$ cat src/rtl/axis_stream_packet_source_pkg.sv
// Shared types and helpers for the AXI-Stream packet source.
package axis_stream_pkg;

  typedef enum logic [1:0] {
    IDLE,
    SEND,
    GAP,
    DONE
  } state_t;

  localparam int unsigned DATAWIDTH_DEFAULT = 32;
  localparam int unsigned BYTES             = DATAWIDTH_DEFAULT / 8;
  localparam int unsigned MAX_BYTES         = 128;

  // Low r bytes enabled; callers slice the result to their own byte count.
  function automatic logic [MAX_BYTES-1:0] strb_mask(input int unsigned r);
    logic [MAX_BYTES-1:0] m;
    m = '0;
    for (int unsigned i = 0; i < MAX_BYTES; i++) begin
      m[i] = (i < r);
    end
    return m;
  endfunction

endpackage

$ cat src/rtl/axis_stream_packet_source_if.sv
// AXI-Stream beat bundle (data, strobes, handshake, framing).
interface axis_stream_packet_source_if #(
  parameter int unsigned DATAWIDTH = 32
);
  logic [DATAWIDTH-1:0]   tdata;
  logic [DATAWIDTH/8-1:0] tstrb;
  logic                   tvalid;
  logic                   tready;
  logic                   tlast;

  modport master (
    output tdata,
    output tstrb,
    output tvalid,
    output tlast,
    input  tready
  );

  modport slave (
    input  tdata,
    input  tstrb,
    input  tvalid,
    input  tlast,
    output tready
  );
endinterface

$ cat src/rtl/axis_stream_packet_source_framer.sv
// Per-packet beat counter producing registered tlast/tstrb for the presented beat.
module axis_beat_framer
  import axis_stream_pkg::*;
#(
  parameter int unsigned DATAWIDTH = 32,
  parameter int unsigned LENWIDTH  = 16
) (
  input  logic                   i_clk,
  input  logic                   i_rst,
  input  logic [LENWIDTH-1:0]    i_len,
  input  logic                   i_first,
  input  logic                   i_next,
  input  logic                   i_clear,
  output logic                   o_last,
  output logic [DATAWIDTH/8-1:0] o_strb
);

  localparam int unsigned NBYTES = DATAWIDTH / 8;

  logic [LENWIDTH:0]    w_numBeats;
  logic [LENWIDTH:0]    w_lastIdx;
  logic [LENWIDTH-1:0]  w_rem;
  logic [LENWIDTH-1:0]  w_beat;
  logic [LENWIDTH-1:0]  r_beat;
  logic [MAX_BYTES-1:0] w_maskFull;
  logic [NBYTES-1:0]    w_lastStrb;
  logic                 w_isLast;

  always_comb begin
    w_numBeats = ({1'b0, i_len} + (LENWIDTH+1)'(NBYTES - 1)) / (LENWIDTH+1)'(NBYTES);
    w_lastIdx  = w_numBeats - (LENWIDTH+1)'(1);
    w_rem      = i_len % LENWIDTH'(NBYTES);
    w_maskFull = strb_mask(32'(w_rem));
    w_lastStrb = (w_rem == '0) ? '1 : w_maskFull[NBYTES-1:0];
    // Flags are computed for the beat about to be presented, not the current one.
    w_beat     = i_first ? '0 : r_beat + LENWIDTH'(1);
    w_isLast   = ({1'b0, w_beat} == w_lastIdx);
  end

  always_ff @(posedge i_clk or posedge i_rst) begin
    if (i_rst) begin
      r_beat <= '0;
      o_last <= 1'b0;
      o_strb <= '0;
    end else if (i_clear) begin
      o_last <= 1'b0;
      o_strb <= '0;
    end else if (i_first || i_next) begin
      r_beat <= w_beat;
      o_last <= w_isLast;
      o_strb <= w_isLast ? w_lastStrb : '1;
    end
  end

endmodule

$ cat src/rtl/axis_stream_packet_source.sv
// AXI-Stream packet generator: incrementing data, multi-packet runs, gaps, partial last beats.
module axis_stream_packet_source
  import axis_stream_pkg::*;
#(
  parameter int unsigned DATAWIDTH = 32,
  parameter int unsigned LENWIDTH  = 16
) (
  input  logic                          dataOut_tclk,
  input  logic                          dataOut_treset,
  input  logic                          start,
  input  logic [LENWIDTH-1:0]           cfg_lengthBytes,
  input  logic [LENWIDTH-1:0]           cfg_numPackets,
  input  logic [7:0]                    cfg_gapCycles,
  input  logic [DATAWIDTH-1:0]          cfg_seed,
  axis_stream_packet_source_if.master   dataOut,
  output logic                          busy,
  output logic                          done,
  output logic [LENWIDTH-1:0]           packetCount
);

  state_t                r_state;
  logic [LENWIDTH-1:0]   r_len;
  logic [LENWIDTH-1:0]   r_pktsLeft;
  logic [7:0]            r_gap;
  logic [7:0]            r_gapCnt;
  logic                  r_tvalid;
  logic [DATAWIDTH-1:0]  r_tdata;
  logic                  r_busy;
  logic                  r_done;
  logic [LENWIDTH-1:0]   r_pktCount;

  logic                   w_accept;
  logic [LENWIDTH-1:0]    w_len;
  logic                   w_first;
  logic                   w_next;
  logic                   w_clear;
  logic                   w_last;
  logic [DATAWIDTH/8-1:0] w_strb;

  assign w_accept = r_tvalid && dataOut.tready;

  // In IDLE the framer must see the incoming length, since it is latched on the same edge.
  always_comb begin
    w_len   = (r_state == IDLE) ? cfg_lengthBytes : r_len;
    w_first = 1'b0;
    w_next  = 1'b0;
    w_clear = 1'b0;
    case (r_state)
      IDLE: w_first = start && (cfg_lengthBytes != '0) && (cfg_numPackets != '0);
      SEND: begin
        if (w_accept) begin
          if (!w_last)                                  w_next  = 1'b1;
          else if ((r_pktsLeft != '0) && (r_gap == '0)) w_first = 1'b1;
          else                                          w_clear = 1'b1;
        end
      end
      GAP:     w_first = (r_gapCnt == 8'd1);
      default: ;
    endcase
  end

  axis_beat_framer #(
    .DATAWIDTH (DATAWIDTH),
    .LENWIDTH  (LENWIDTH)
  ) u_framer (
    .i_clk   (dataOut_tclk),
    .i_rst   (dataOut_treset),
    .i_len   (w_len),
    .i_first (w_first),
    .i_next  (w_next),
    .i_clear (w_clear),
    .o_last  (w_last),
    .o_strb  (w_strb)
  );

  always_ff @(posedge dataOut_tclk or posedge dataOut_treset) begin
    if (dataOut_treset) begin
      r_state    <= IDLE;
      r_len      <= '0;
      r_pktsLeft <= '0;
      r_gap      <= '0;
      r_gapCnt   <= '0;
      r_tvalid   <= 1'b0;
      r_tdata    <= '0;
      r_busy     <= 1'b0;
      r_done     <= 1'b0;
      r_pktCount <= '0;
    end else begin
      case (r_state)
        IDLE: begin
          if (start) begin
            r_len      <= cfg_lengthBytes;
            r_gap      <= cfg_gapCycles;
            r_pktsLeft <= cfg_numPackets - LENWIDTH'(1);
            r_tdata    <= cfg_seed;
            r_busy     <= 1'b1;
            if ((cfg_lengthBytes == '0) || (cfg_numPackets == '0)) begin
              r_state <= DONE;
              r_done  <= 1'b1;
            end else begin
              r_state  <= SEND;
              r_tvalid <= 1'b1;
            end
          end
        end
        SEND: begin
          if (w_accept) begin
            r_tdata <= r_tdata + DATAWIDTH'(1);
            if (w_last) begin
              r_pktCount <= r_pktCount + LENWIDTH'(1);
              if (r_pktsLeft != '0) begin
                r_pktsLeft <= r_pktsLeft - LENWIDTH'(1);
                if (r_gap != '0) begin
                  r_state  <= GAP;
                  r_gapCnt <= r_gap;
                  r_tvalid <= 1'b0;
                end
              end else begin
                r_state  <= DONE;
                r_tvalid <= 1'b0;
                r_done   <= 1'b1;
              end
            end
          end
        end
        GAP: begin
          if (r_gapCnt == 8'd1) begin
            r_state  <= SEND;
            r_tvalid <= 1'b1;
          end else begin
            r_gapCnt <= r_gapCnt - 8'd1;
          end
        end
        DONE: begin
          r_done  <= 1'b0;
          r_busy  <= 1'b0;
          r_state <= IDLE;
        end
        default: r_state <= IDLE;
      endcase
    end
  end

  assign dataOut.tvalid = r_tvalid;
  assign dataOut.tdata  = r_tdata;
  assign dataOut.tstrb  = w_strb;
  assign dataOut.tlast  = w_last;
  assign busy           = r_busy;
  assign done           = r_done;
  assign packetCount    = r_pktCount;

endmodule

$ cat src/flat_wrapper.sv
// flat-port wrapper written by rule: the top's interface ports become plain ports
module axis_stream_packet_source_flat import axis_stream_pkg::*;
#(
  parameter int unsigned DATAWIDTH = 32,
  parameter int unsigned LENWIDTH  = 16
)
  (dataOut_tclk, dataOut_treset, start, cfg_lengthBytes, cfg_numPackets, cfg_gapCycles, cfg_seed, busy, done, packetCount, dataOut_tdata, dataOut_tstrb, dataOut_tvalid, dataOut_tlast, dataOut_tready);
  axis_stream_packet_source_if #(.DATAWIDTH(DATAWIDTH)) dataOut_i ();
  input  logic dataOut_tclk;
  input  logic dataOut_treset;
  input  logic start;
  input  logic [LENWIDTH-1:0] cfg_lengthBytes;
  input  logic [LENWIDTH-1:0] cfg_numPackets;
  input  logic [7:0] cfg_gapCycles;
  input  logic [DATAWIDTH-1:0] cfg_seed;
  output logic busy;
  output logic done;
  output logic [LENWIDTH-1:0] packetCount;
  output wire logic [$bits(dataOut_i.tdata)-1:0] dataOut_tdata;
  output wire logic [$bits(dataOut_i.tstrb)-1:0] dataOut_tstrb;
  output wire logic [$bits(dataOut_i.tvalid)-1:0] dataOut_tvalid;
  output wire logic [$bits(dataOut_i.tlast)-1:0] dataOut_tlast;
  input wire logic [$bits(dataOut_i.tready)-1:0] dataOut_tready;
  assign dataOut_tdata = dataOut_i.tdata;
  assign dataOut_tstrb = dataOut_i.tstrb;
  assign dataOut_tvalid = dataOut_i.tvalid;
  assign dataOut_tlast = dataOut_i.tlast;
  assign dataOut_i.tready = dataOut_tready;
  axis_stream_packet_source #(.DATAWIDTH(DATAWIDTH), .LENWIDTH(LENWIDTH)) u_core (.dataOut_tclk(dataOut_tclk), .dataOut_treset(dataOut_treset), .start(start), .cfg_lengthBytes(cfg_lengthBytes), .cfg_numPackets(cfg_numPackets), .cfg_gapCycles(cfg_gapCycles), .cfg_seed(cfg_seed), .dataOut(dataOut_i), .busy(busy), .done(done), .packetCount(packetCount));
endmodule
$ cat config.mk
export PLATFORM = sky130hd
export DESIGN_NAME = axis_stream_packet_source_flat
export DESIGN_NICKNAME = d
export VERILOG_FILES = /design/src/rtl/axis_stream_packet_source_pkg.sv /design/src/rtl/axis_stream_packet_source_if.sv /design/src/rtl/axis_stream_packet_source_framer.sv /design/src/rtl/axis_stream_packet_source.sv /design/src/flat_wrapper.sv
export SDC_FILE = /design/constraint.sdc
export NUM_CORES = 1
export LEC_CHECK = 0
export CAP_MARGIN = 20
export CORE_MARGIN = 1.5
export CORE_UTILIZATION = 35
export DETAILED_ROUTE_END_ITERATION = 16
export GPL_TIMING_DRIVEN = 0
export PLACE_DENSITY = 0.58
export SLEW_MARGIN = 20
export SYNTH_ARGS = -nofsm -noshare
export SYNTH_HDL_FRONTEND = slang
export SYNTH_HIERARCHICAL = 1
export SYNTH_SLANG_ARGS = --single-unit
$ cat constraint.sdc
create_clock -name dataOut_tclk -period 6.1 [get_ports dataOut_tclk]
set_clock_uncertainty 0.15 [all_clocks]
set_input_delay 1.83 -clock dataOut_tclk [delete_from_list [all_inputs] [get_ports dataOut_tclk]]
set_output_delay 1.83 -clock dataOut_tclk [all_outputs]
set_load 0.02 [all_outputs]
==> results of run 1 <==
-- logic make-up (layout without fill, tap and decap cells) --
kind of cell    count (synthesis)  after routing  synth area share
simple gates                  420            420            0.2596
compound gates                270            270            0.2064
flops                         122            122            0.3476
buf+inv                        85            248           0.04616
mux                            58             58           0.07579
xor+xnor                       47             47           0.05015
fa+ha+maj                      10             10           0.01425
-- registers in the layout, indices dropped and copies added (netlist names) --
signal,flops
u_core/u_framer/o_strb,4
u_core/dataOut.tvalid,1
u_core/u_framer/r_beat,16
u_core/r_pktsLeft,16
u_core/busy,1
u_core/dataOut.tdata,32
u_core/r_gapCnt,8
u_core/u_framer/o_last,1
u_core/r_len,16
u_core/r_gap,8
u_core/done,1
u_core/r_state,2
u_core/packetCount,16
-- synth_stat cells, types with 8 or more instances --
library cell | n | area, um2
dfrtp_1 | 122 | 3053
nand2_1 | 120 | 450.4
nor2_1 | 88 | 330.3
a21oi_1 | 68 | 340.3
o21ai_0 | 67 | 335.3
nand3_1 | 39 | 195.2
mux2_2 | 38 | 427.9
inv_1 | 27 | 101.4
nor3_1 | 26 | 130.1
xnor2_1 | 23 | 201.4
clkbuf_1 | 22 | 82.58
xor2_1 | 22 | 192.7
nand4_1 | 17 | 106.4
nor4_1 | 17 | 106.4
o22ai_1 | 15 | 93.84
mux2i_1 | 13 | 130.1
a31oi_1 | 12 | 75.07
and2_1 | 12 | 75.07
and3_1 | 12 | 75.07
buf_1 | 12 | 45.04
a2bb2oi_1 | 11 | 96.34
buf_2 | 11 | 55.05
ha_1 | 10 | 125.1
a211oi_1 | 9 | 67.56
nor2b_1 | 9 | 56.30
or4_1 | 9 | 67.56
nand2b_1 | 8 | 50.05
-- where the power goes --
group          internal (uW)  total [uW]  switching, uW
combinational           1020        2350           1330
clock                    618        1050            429
sequential              1090        1390            299
total                   2730        4790           2060
-- worst register-to-register path, delay by kind of cell (launching register included) --
kind / cells / cell delay [ps]
AO/OA/AOI/OAI: 2 / 420
XOR/XNOR: 1 / 250
adder cells (fa/ha/maj): 2 / 440
buffers and inverters: 4 / 570
flip-flops: 1 / 430
multiplexers: 1 / 400
AND/OR/NAND/NOR: 7 / 2150
-- per-layer routing --
metal  share of wire  vias to the layer above
met5               0                        -
met4           0.016                        0
met3           0.051                       27
met2            0.47                      225
met1            0.46                     4002
li1                -                     4054
-- worst max-delay path by stage --
stage	endpoint	cells after the start	slack [ps]
after floorplan	u_core/u_framer/o_strb[3]	15	1010
after global placement	u_core/dataOut.tdata[29]	2	-450
after detailed placement	u_core/u_framer/o_strb[3]	17	-220
after CTS	u_core/u_framer/o_strb[3]	17	210
after global routing	u_core/u_framer/o_strb[3]	16	120
final	u_core/u_framer/o_strb[3]	17	390
-- through the flow --
stage          hold slack (ps)  cells  setup TNS, ps  total power (uW)    util
3_5_place_dp             311.3   1467         -590.2              3731  0.4301
3_3_place_gp             306.2   1466         -45310              3703  0.4288
5_1_grt                  348.3   1499              0              5119  0.4549
4_1_cts                  323.5   1499              0              4804  0.4546
6_report                 315.8   1499              0              4787  0.4549
2_1_floorplan            304.5   1012              0              2978       -
-- cell type report --
cell class / count / area share
timing repair buffer: 131 / 0.1194
clock inverter: 15 / 0.01563
inverter: 27 / 0.009557
sequential: 122 / 0.2743
tap: 324 / 0.03643
clock buffer: 17 / 0.03823
multi-input combinational: 805 / 0.4789
buffer: 58 / 0.02755
==> metrics.yaml, run 1 <==
syn_nets: 1098
crit_top_cell: "nor2_1"
slew_violations: 0
period_needed_ps: 5711
path_clk_slew_ps: 60
dp_slack_ps: -218.0
placed_area_mm2: 0.01052
grt_start_max_net_pins: 58
fmax_ghz: 0.1751
ys_seq_area_frac: 0.3476
wirelength_um: 26870
drv_cap: 0
grt_antenna_before_repair: 0
ff2ff_setup_slack_ps: 1140
hold_depth: 1
dr_total_vias: 8308
gp_congestion: 0.8581
postRouteAntennaNets: 0
multi_input_area_mm2: 0.005329
worst_slack_ps: 389.1
post_cts_buffers: 0
synth_edf_count: 0
cts_buffers: 17
hold_buffers: 0
io_buffers: 130
cts_sinks: 122
path_class: "primary input to register"
synthesis.area_mm2: 0.008782
holdCritPathClass: "register to register"
worst_setup_path_end_kind: "register"
path_cells: "clkdlybuf4s50_1 > nor4_2 > and3_1 > a41o_1 > nor2_1 > a21oi_1 > o31ai_1 > clkbuf_1 > clkbuf_2 > nor2_1 > mux2i_1 > xnor2_1 > xor2_1 > a31oi_1 > or4_4 > nor3_2 > nor3_1"
avgSynthCellArea_um2: 8.678
grt_use_met1: 0.2853
diodes: 0
grt_pass1_wl_um: 43540
viasPerCell: 5.542
fill_cells: 2403
tightest_slew_ps: 880.0
hold_path_end: "u_core/packetCount[15]"
route.detailed.drc: 0
path_buf_inv: 3
grt-busiest-layer: "met2"
crit_start: "cfg_numPackets[8]"
r2r_start: "u_core/r_state[0]"
power_density_mw_per_mm2: 430.2
status: "finished, final reports clean"
rows: 57
power_leakage_uw: 0.004373
dieArea_mm2: 0.02605
mostFrequentLayoutCells: "130 x clkdlybuf4s50_1, 122 x dfrtp_1, 120 x nand2_1"
r2r.worst_path.cells: 17
critPathLaunchType: "primary input"
wl_per_cell_um: 17.93
slew_headroom: 0.4127
yosysUniqueCellTypes: 104
hpwlAfterDp_um: 19890
drive_above_1_share: 0.1260
synthFlopType: "dfrtp_1"
finalSetupViolCount: 0
clockBufferDepth: 2
period_share: 0.9362
ir_worst_vdd_uv: 218.8
cp.arrival_ps: 5830
final-hold-violation-count: 0
dr.pass1.iters: 5
grt.total_usage: 0.2089
synthCells: 1012
grt_overflow: 0
critPathMaxStageDelay_ps: 560
grtUsageMet3: 0.03595
crit_path_max_fanout: 10
synth_warnings: 6
crit_required_ps: 6220
drt_iter0_drc: 665
initial_core_util: 0.3590
die_y_um: 161.4
seq_area_mm2: 0.003053
die_w_um: 161.4
cp_slowest_cell: "or4_4"
use_met2: 0.3379
io_pins: 132
cts_tree: "yes"
final_area_mm2: 0.01113
final_common_cell: "clkdlybuf4s50_1"
min_from: "u_core/packetCount[15]"
r2r-end: "u_core/u_framer/o_strb[3]"
clk_latency_ps: 420
coreArea_mm2: 0.02446
synth-seq-cells: 122
root_buffer: "clkbuf_16"
grt_setup_unrepaired: "no"
grt_pass1_vias: 8159
postCtsResizedCells: 0
area_delta_synth_final_pct: 26.71
nNetsFinal: 1248
synth-async-reset-ratio: 1.000
crit_family: "simple AND/OR/NAND/NOR gates"
htree_levels: 4
(Power assumes the default switching activity.)
==> run 2, diff against run 1 <==
- ABC_CLOCK_PERIOD_IN_PS: not set -> 6100
- CORE_UTILIZATION: 35 -> 25
- CTS_CLUSTER_DIAMETER: not set -> 50
- PLACE_DENSITY: 0.58 -> 0.45
==> run 2 against run 1 <==
Against the previous run: sequential power barely moved; count of clock-buffer cells in the layout rose by 1; non-clock buffer count fell by 1; design area rose by 1.1%; sequential share of layout area fell by 0.29 points; critical path type unchanged; power fell by 0.91%; worst setup slack got worse by 110 ps; clock power fell by 7%; die area rose by 39%; critical path depth fell by 1; register-to-register slack got worse by 140 ps.
==> metrics.yaml, run 2 (synthesized netlist as in run 1, its figures left out) <==
status: "finished, final reports clean"  # unchanged
die_w_um: 190.4  # was 161.4 um
hold_path_end: "u_core/packetCount[15]"  # unchanged
period_share: 0.9537  # was 0.9362
hold_buffers: 0  # unchanged
coreArea_mm2: 0.03454  # was 0.02446 mm2
grt_pass1_vias: 8098  # was 8,159
dieArea_mm2: 0.03626  # was 0.02605 mm2
critPathMaxStageDelay_ps: 550  # was 560 ps
path_cells: "clkdlybuf4s50_1 > mux2_2 > inv_1 > ha_1 > buf_4 > xnor2_1 > inv_1 > ha_1 > nor4b_2 > or3b_2 > a211oi_1 > or3b_2 > o211ai_1 > or4_4 > nor3_1 > nor3_1"  # was clkdlybuf4s50_1 > nor4_2 > and3_1 > a41o_1 > nor2_1 > a21oi_1 > o31ai_1 > clkbuf_1 > clkbuf_2 > nor2_1 > mux2i_1 > xnor2_1 > xor2_1 > a31oi_1 > or4_4 > nor3_2 > nor3_1
clk_latency_ps: 430  # was 420 ps
grt_overflow: 0  # unchanged
drive_above_1_share: 0.1245  # was 0.1260
hpwlAfterDp_um: 22060  # was 19,890 um
dp_slack_ps: -420.5  # was -218.0 ps
path_buf_inv: 4  # was 3
nNetsFinal: 1247  # was 1,248
crit_family: "simple AND/OR/NAND/NOR gates"  # unchanged
dr.pass1.iters: 5  # unchanged
post_cts_buffers: 0  # unchanged
hold_depth: 1  # unchanged
path_class: "primary input to register"  # unchanged
worst_setup_path_end_kind: "register"  # unchanged
power_density_mw_per_mm2: 421.8  # was 430.2 mW/mm2
io_pins: 132  # unchanged
gp_congestion: 0.8473  # was 0.8581
viasPerCell: 5.176  # was 5.542
r2r_start: "u_core/r_state[0]"  # unchanged
largest_register_ffs: 32  # unchanged
htree_levels: 4  # unchanged
grt_pass1_wl_um: 47260  # was 43,540 um
route.detailed.drc: 0  # unchanged
crit_path_max_fanout: 9  # was 10
final_common_cell: "clkdlybuf4s50_1"  # unchanged
die_y_um: 190.4  # was 161.4 um
cp_slowest_cell: "or4_4"  # unchanged
final_area_mm2: 0.01125  # was 0.01113 mm2
cts_sinks: 122  # unchanged
root_buffer: "clkbuf_16"  # unchanged
hold_ws_ps: 315.7  # was 315.8 ps
placed_area_mm2: 0.01069  # was 0.01052 mm2
ff2ff_setup_slack_ps: 1000  # was 1140 ps
finalSetupViolCount: 0  # unchanged
final-hold-violation-count: 0  # unchanged
power_leakage_uw: 0.004350  # was 0.004373 uW
path_clk_slew_ps: 60  # about the same
holdCritPathClass: "register to register"  # unchanged
rows: 68  # was 57
wl_per_cell_um: 18.31  # was 17.93 um
drt_iter0_drc: 376  # was 665
critPathLaunchType: "primary input"  # unchanged
fill_cells: 3696  # was 2,403
tightest_slew_ps: 858.7  # was 880.0 ps
grt_antenna_before_repair: 0  # unchanged
wirelength_um: 29810  # was 26,870 um
area_delta_synth_final_pct: 28.07  # was 26.71%
fmax_ghz: 0.1719  # was 0.1751 GHz
cts_tree: "yes"  # unchanged
drv_cap: 0  # unchanged
r2r-end: "u_core/u_framer/o_strb[3]"  # unchanged
diodes: 0  # unchanged
min_from: "u_core/packetCount[15]"  # unchanged
io_buffers: 130  # unchanged
slew_violations: 0  # unchanged
initial_core_util: 0.2542  # was 0.3590
r2r.worst_path.cells: 17  # unchanged
worst_slack_ps: 282.6  # was 389.1 ps
slew_headroom: 0.4269  # was 0.4127
cp.arrival_ps: 5950  # was 5830 ps
dr_total_vias: 8426  # was 8,308
mostFrequentLayoutCells: "130 x clkdlybuf4s50_1, 122 x dfrtp_1, 120 x nand2_1"  # unchanged
crit_required_ps: 6230  # was 6220 ps
grt_setup_unrepaired: "no"  # unchanged
period_needed_ps: 5817  # was 5711 ps
cts_buffers: 17  # unchanged
clockBufferDepth: 2  # unchanged
ir_worst_vdd_uv: 194.4  # was 218.8 uV
grt.total_usage: 0.1673  # was 0.2089
postRouteAntennaNets: 0  # unchanged
grt_start_max_net_pins: 61  # was 58
==> run 2: cell count changes in the layout (fill, tap and decap cells not counted), sizes merged <==
cell / before / now
clkinv: 1 / 6
bufinv: 2 / 1
inv: 38 / 32
==> run 2: what timing repair did <==
item                                    CTS  global route
gates resized for setup                   0             6
endpoints found under the setup margin    0             4
endpoints found under the hold margin     0             0
==> run 2: layout make-up <==
type                       count  area (um2)  share of cell area
buffer                        57       302.8             0.02692
clock buffer                  18       429.2             0.03816
clock inverter                13       118.9             0.01057
inverter                      27       106.4            0.009456
multi-input combinational    805        5339              0.4747
sequential                   122        3053              0.2714
tap                          455       569.3             0.05062
timing repair buffer         131        1329              0.1181
==> run 2: worst max path at each step <==
stage / start / cells past startpoint / slack (ps) / to
2_1_floorplan: cfg_lengthBytes[1] / 15 / 1010 / u_core/u_framer/o_strb[3]
4_1_cts: start / 17 / 20 / u_core/u_framer/o_strb[3]
5_1_grt: cfg_numPackets[8] / 18 / 40 / u_core/u_framer/o_strb[3]
3_5_place_dp: start / 17 / -420 / u_core/u_framer/o_strb[3]
3_3_place_gp: dataOut_treset / 2 / -650 / u_core/r_len[2]
6_report: cfg_lengthBytes[1] / 16 / 280 / u_core/u_framer/o_strb[3]
==> run 2: per-layer routing <==
| layer | track usage | part of all wire | vias up |
|---|---|---|---|
| li1 | - | - | 4040 |
| met4 | 0.03634 | 0.0094 | 0 |
| met2 | 0.2759 | 0.48 | 186 |
| met5 | 0 | 0 | - |
| met1 | 0.2273 | 0.47 | 4182 |
| met3 | 0.02944 | 0.040 | 18 |
==> run 2: worst register-to-register path: cells and delay by family (launching register included) <==
kind | cells | cell delay [ps]
AO/OA/AOI/OAI | 2 | 420
XOR/XNOR | 1 | 280
adder cells (fa/ha/maj) | 2 | 460
buffers and inverters | 4 | 590
flip-flops | 1 | 430
multiplexers | 1 | 400
AND/OR/NAND/NOR | 7 | 2220
==> run 2: stage by stage <==
| stage | instances | utilization | total power, uW | setup TNS (ps) |
|---|---|---|---|---|
| floorplan | 1012 | - | 2978 | 0 |
| finish | 1628 | 0.3256 | 4744 | 0 |
| detailed placement | 1598 | 0.3093 | 3775 | -1514 |
| global route | 1628 | 0.3256 | 5108 | 0 |
| global placement | 1597 | 0.3084 | 3760 | -65780 |
| CTS | 1629 | 0.3252 | 4789 | 0 |
==> run 2: power breakdown <==
part | internal, uW | total [uW] | leakage [uW] | switching (uW)
clock network | 562 | 975 | 0.000271 | 413
registers | 1090 | 1390 | 0.00147 | 301
logic | 1020 | 2380 | 0.00261 | 1360
total | 2670 | 4740 | 0.00435 | 2070
